**src/rtl/dm_store_buffer.sv**
```systemverilog
// dm_store_buffer
// Word-store FIFO between the MEM-stage store path and the data memory write port.
// Stores are held in program order and retired one per cycle when the DM port is free.
// Buffered stores forward their data to loads that hit the same word address.
//
// Ports:
//   clk, reset            clock (rising edge), asynchronous active-high reset
//   st_valid/st_ready     store handshake; st_addr/st_data/st_pc are the store payload
//   ld_addr               load address checked against buffered stores
//   ld_hit/ld_data        youngest matching buffered store (data 0 on miss)
//   drain_en              DM write port available this cycle
//   dm_addr/dm_wd/dm_we/dm_pc  DM write port, driven from the head entry
//   count/empty           occupancy
module dm_store_buffer #(
    parameter int unsigned DEPTH = 4,
    parameter int unsigned PTR_W = $clog2(DEPTH)
) (
    input  logic             clk,
    input  logic             reset,
    input  logic             st_valid,
    input  logic [31:0]      st_addr,
    input  logic [31:0]      st_data,
    input  logic [31:0]      st_pc,
    output logic             st_ready,
    input  logic [31:0]      ld_addr,
    output logic             ld_hit,
    output logic [31:0]      ld_data,
    input  logic             drain_en,
    output logic [31:0]      dm_addr,
    output logic [31:0]      dm_wd,
    output logic             dm_we,
    output logic [31:0]      dm_pc,
    output logic [PTR_W:0]   count,
    output logic             empty
);

    localparam int unsigned CNT_W = PTR_W + 1;

    logic [29:0]      addr_q [DEPTH];
    logic [31:0]      data_q [DEPTH];
    logic [31:0]      pc_q   [DEPTH];
    logic [DEPTH-1:0] valid_q, valid_d;
    logic [PTR_W-1:0] head_q, tail_q;
    logic [CNT_W-1:0] count_q, count_d;

    logic push, pop;
    logic unused_addr_lsbs;

    // Only word stores/loads exist, so the byte offset bits carry no information.
    assign unused_addr_lsbs = ^{st_addr[1:0], ld_addr[1:0]};

    // Ready depends only on registered occupancy; a same-cycle pop does not free a slot.
    assign st_ready = (count_q != CNT_W'(DEPTH));
    assign empty    = (count_q == '0);
    assign count    = count_q;
    assign push     = st_valid && st_ready;
    assign dm_we    = !empty && drain_en;
    assign pop      = dm_we;

    assign dm_addr = empty ? 32'h0 : {addr_q[head_q], 2'b00};
    assign dm_wd   = empty ? 32'h0 : data_q[head_q];
    assign dm_pc   = empty ? 32'h0 : pc_q[head_q];

    always_comb begin
        count_d = count_q;
        unique case ({push, pop})
            2'b10:   count_d = count_q + CNT_W'(1);
            2'b01:   count_d = count_q - CNT_W'(1);
            default: count_d = count_q;
        endcase
    end

    always_comb begin
        valid_d = valid_q;
        if (pop) begin
            valid_d[head_q] = 1'b0;
        end
        // Push and pop never target the same slot: that would need count 0 (no pop)
        // or count DEPTH (no push).
        if (push) begin
            valid_d[tail_q] = 1'b1;
        end
    end

    // Walk entries oldest to youngest so the last match seen is the youngest.
    always_comb begin
        logic [PTR_W-1:0] idx;
        idx     = '0;
        ld_hit  = 1'b0;
        ld_data = 32'h0;
        for (int unsigned i = 0; i < DEPTH; i++) begin
            idx = head_q + PTR_W'(i);
            if ((CNT_W'(i) < count_q) && valid_q[idx] && (addr_q[idx] == ld_addr[31:2])) begin
                ld_hit  = 1'b1;
                ld_data = data_q[idx];
            end
        end
    end

    always_ff @(posedge clk or posedge reset) begin
        if (reset) begin
            head_q  <= '0;
            tail_q  <= '0;
            count_q <= '0;
            valid_q <= '0;
        end else begin
            count_q <= count_d;
            valid_q <= valid_d;
            if (push) begin
                tail_q <= tail_q + PTR_W'(1);
            end
            if (pop) begin
                head_q <= head_q + PTR_W'(1);
            end
        end
    end

    // Payload needs no reset: it is only observed through valid, counted entries.
    always_ff @(posedge clk) begin
        if (push) begin
            addr_q[tail_q] <= st_addr[31:2];
            data_q[tail_q] <= st_data;
            pc_q[tail_q]   <= st_pc;
        end
    end

endmodule

```
**config.mk**
```make
export PLATFORM = sky130hd
export DESIGN_NAME = dm_store_buffer
export DESIGN_NICKNAME = d
export VERILOG_FILES = /design/src/rtl/dm_store_buffer.sv
export SDC_FILE = /design/constraint.sdc
export NUM_CORES = 1
export LEC_CHECK = 0
export ABC_AREA = 0
export CORE_ASPECT_RATIO = 1.75
export CORE_MARGIN = 2
export CORE_UTILIZATION = 45
export CTS_CLUSTER_DIAMETER = 100
export DETAILED_ROUTE_END_ITERATION = 6
export PLACE_DENSITY = 0.65
export SETUP_SLACK_MARGIN = 0.3
export SYNTH_ARGS = -nofsm -noshare
export SYNTH_HDL_FRONTEND = slang
export SYNTH_SLANG_ARGS = --single-unit
```
**constraint.sdc**
```tcl
create_clock -name clk -period 8.7 [get_ports clk]
set_input_delay 1.305 -clock clk [delete_from_list [all_inputs] [get_ports clk]]
set_output_delay 1.305 -clock clk [all_outputs]
set_load 0.01 [all_outputs]
```
==> summary.md <==
| Metric | Value |
|---|---|
| Hold-fix buffers, CTS | 0 |
| Post-CTS sizing | 0 |
| Largest family of logic cells by synthesized area | multiplexers |
| Setup CP Type | flip-flop to primary output |
| Crit path capture type | primary output |
| Layout cells sized above 1 | roughly 23% |
| Finish-stage setup viols | 0 |
| Final Skew | around 0.021 ns |
| DRT iter0 DRCs | 1136 |
| Post-DP HPWL | about 40 mm |
| H-tree depth | 2 |
| Max Cap Violations | 0 |
| Worst-skew pair later-pin latency | 0.55 ns |
| R2R Path Start | count[0] |
| Cell count after synthesis | 1401 |
| DR WL/cell | 26.4 µm |
| Core Rows | 109 |
| Minimum clock period | 7.49 ns |
| Post-route cell area | 27100 µm² |
| Synth warnings | 0 |
| Worst Path Max Fanout | between 100 and 150 |
| Final core utilization | 53.7% |
| Syn Std Cell Area | roughly 23000 µm² |
| Sw Pwr | 3630 µW |
| CTS buffer count | 38 |
| Maximum clock frequency | between 100 and 150 MHz |
| Root buf cell | clkbuf_16 |
| Switch share | 36.2% |
| Mux contribution to synthesized area | 28.8% |
| Hold Path Class | flip-flop to flip-flop |
| I/O pins | ~270 |
| Post-synthesis xor/xnor area fraction | 4.68% |
| Initial core utilization | 45.5% |
| Crit share post-route | a little under nine tenths |
| Height of the die | a little over 300 µm |
| Clock transition at the registers of the reported paths | 0.06 ns |
| RSZ-0062 raised after global routing | false |
| Pwr per Cell Area | between 300 and 400 nW/µm² |
| DRT antenna net count | 0 |
| Core area | 50500 µm² |
| VDD IR max | roughly 290 µV |
| Failing checks | DRC |
| Gr ovfl total | 0 |
| Synth Area in Simple Gates | 5.79% |
| Hold path cells | 1 |
| Vias in the first global route | 14600 |
| Synth Area in Adders | less than 1% |
| GP Congestion | 0.856 |
| Pin count of the biggest net entering global routing | 170 |
| Drt first pass iters | 7 |
| Reg-to-reg endpoint | pc_q[3][15] |
| First-pass GRT wire length | 90.1 mm |
| R2r setup slk | around 5.4 ns |
| Placed cells | 2222 |
| Worst Hold Path EP | valid_q[2] |
| Worst R2R Path Depth | 6 |
| Final net count | 1740 |
| All-Layer GR Usage | 22.7% |
| Avg Inst Size Synth | 16.4 µm² |
| CTS tree | yes |
| Final Hold Fails | 0 |
| Pleak | 0.00869 µW |
| Via-to-Cell Ratio | 6.14 |
| Hold path start | valid_q[2] |
| Gate power share | 56.8% |
| Die ar. | roughly 53000 µm² |
| Vias | 14100 |
| TritonCTS sink count | 387 |
| P_int | 6390 µW |
| Asr flop ratio synth | 2.84% |
| Startpoint Class | flip-flop |
| Worst Path Arrival | 6.18 ns |
| Post-synthesis compound-gate area fraction | 5.48% |
| Outcome | complete, but fails checks |
| Flop pwr share | a little over a quarter |
| Power share of the clock group | 16.3% |
| WP data required | 7.39 ns |
| Die X | 175 µm |
| Final wirelength | 60.5 mm |
| Non-filler cells, final | 2294 |
| Yosys reg bits | 387 |
| Final Slew Violations | 0 |
| DRC | 2 |
| I/O Buffers | 260 |
| Post-synthesis sequential area ratio | approximately half |
| Worst slew pin tran | 1.05 ns |
| Postcts setup bufs | 0 |
| Area delta synth->final | 18.0% |
| Worst slew margin | 30.3% |
| Antenna violations before repair | 5 |
| Post-Place Cell Area | between 20000 and 30000 µm² |
| Post-synth EDFFs | 376 |
| CTS Buffer Depth | 3 |
| Post-synthesis cell type count | 67 |
| Post-Route Setup TNS | 0 ns |
| Post-synth top flop | edfxtp_1 |
[flip-flops by register name, indices dropped and copies added, names as in the netlist]
signal,cells
count,3
tail_q,2
valid_q,4
pc_q,128
data_q,128
head_q,2
addr_q,120
[layer usage]
| metal | vias up | global-route usage (%) | share of wire [%] |
|---|---|---|---|
| met2 | 508 | 42.0 | 54 |
| met5 | - | 0 | 0.020 |
| li1 | 6116 | - | - |
| met1 | 7337 | 25.7 | 35 |
| met4 | 2 | 11.7 | 5.4 |
| met3 | 117 | 2.87 | 4.8 |
[worst max-delay path by stage]
stage | from | end | slack, ns | cells after the start
after floorplan | head_q[1] | ld_data[11] | 2.11 | 20
after global placement | head_q[0] | ld_data[8] | 1.68 | 11
after detailed placement | head_q[0] | ld_data[8] | 1.62 | 11
after CTS | head_q[0] | ld_data[8] | 1.05 | 11
after global routing | head_q[0] | ld_data[3] | 0.79 | 10
final | head_q[0] | ld_data[8] | 1.21 | 13
[power by group through the flow]
stage                     clock network, µW  logic [µW]  registers (µW)
after floorplan                           0        4090            2680
after global placement                    0        5720            2690
after detailed placement                  0        5750            2740
after CTS                              1670        5770            2700
after global routing                   1730        6060            2740
final                                  1630        5690            2700
[synthesized netlist by cell type (all sizes together), types with 3 or more instances]
| cell type | number | area (µm²) |
|---|---|---|
| xnor2 | 100 | 891 |
| nor2 | 6 | 22.5 |
| a21o | 4 | 30.0 |
| a21oi | 7 | 35.0 |
| mux2i | 34 | 340 |
| buf | 66 | 527 |
| a211oi | 32 | 385 |
| inv | 50 | 188 |
| ha | 12 | 150 |
| xor2 | 21 | 184 |
| mux4 | 270 | 6240 |
| edfxtp | 376 | 11300 |
| nand2b | 6 | 37.5 |
| nand4 | 23 | 144 |
| o21ai | 69 | 345 |
| o22a | 31 | 272 |
| nand3 | 35 | 175 |
| and2 | 91 | 569 |
| o221ai | 4 | 35.0 |
| or2 | 3 | 18.8 |
| clkbuf | 56 | 210 |
| nor3 | 6 | 30.0 |
| and3 | 8 | 50.1 |
| o22ai | 5 | 31.3 |
| mux2 | 3 | 33.8 |
| nand2 | 30 | 113 |
| nor4 | 11 | 81.3 |
| dfrtp | 11 | 275 |
[cell families after synthesis]
| family | Yosys count |
|---|---|
| flip-flops | 387 |
| buffers and inverters | 177 |
| AND/OR/NAND/NOR | 230 |
| other | 1 |
| AO/OA/AOI/OAI | 166 |
| XOR/XNOR | 121 |
| multiplexers | 307 |
| adder cells (fa/ha/maj) | 12 |
[cell usage in the layout, fill, tap and decap left out, types with 9 or more instances in the layout]
cell             netlist  final
nand3_1               35     35
nand4_1               23     23
clkdlybuf4s50_1        0    260
nand2_1               30     29
o21ai_0               68     68
clkbuf_16              0     38
mux4_4                36     36
xor2_1                21     21
inv_1                 49     49
mux2i_1               34     34
ha_1                  12     11
and2_1                91     90
a211oi_2              29     29
xnor2_1               98     98
edfxtp_1             376    376
buf_4                 21     18
mux4_2               215    215
nor4_1                 9      9
dfrtp_1               11      9
mux4_1                19     19
o22a_1                31     31
[cell type report]
type	count	area, µm²
inverter	50	188
sequential	387	11600
multi-input combinational	838	10500
clock buffer	45	977
tap	666	833
clock inverter	22	239
antenna	5	12.5
timing repair buffer	281	2800
fill	4093	23300
[metrics by stage]
step / setup slack (ns) / hold WS [ns] / power (µW)
global route: 0.786 / 0.581 / 10500
CTS: 1.05 / 0.554 / 10100
floorplan: 2.11 / 0.498 / 6770
detailed placement: 1.62 / 0.541 / 8480
finish: 1.21 / 0.556 / 10000
global placement: 1.68 / 0.541 / 8410
[critical path: stages (launching register included)]
cell,delay (ns)
dfrtp_4,0.43
buf_12,0.67
buf_4,0.84
mux4_2,0.43
xnor2_1,0.23
nand4_1,0.10
or4_1,0.41
or3_1,0.35
buf_4,0.28
o21a_2,0.48
buf_4,0.33
a211oi_2,0.22
o22a_1,0.23
clkdlybuf4s50_1,0.55
Note: power is estimated with default switching activity, not from simulation.
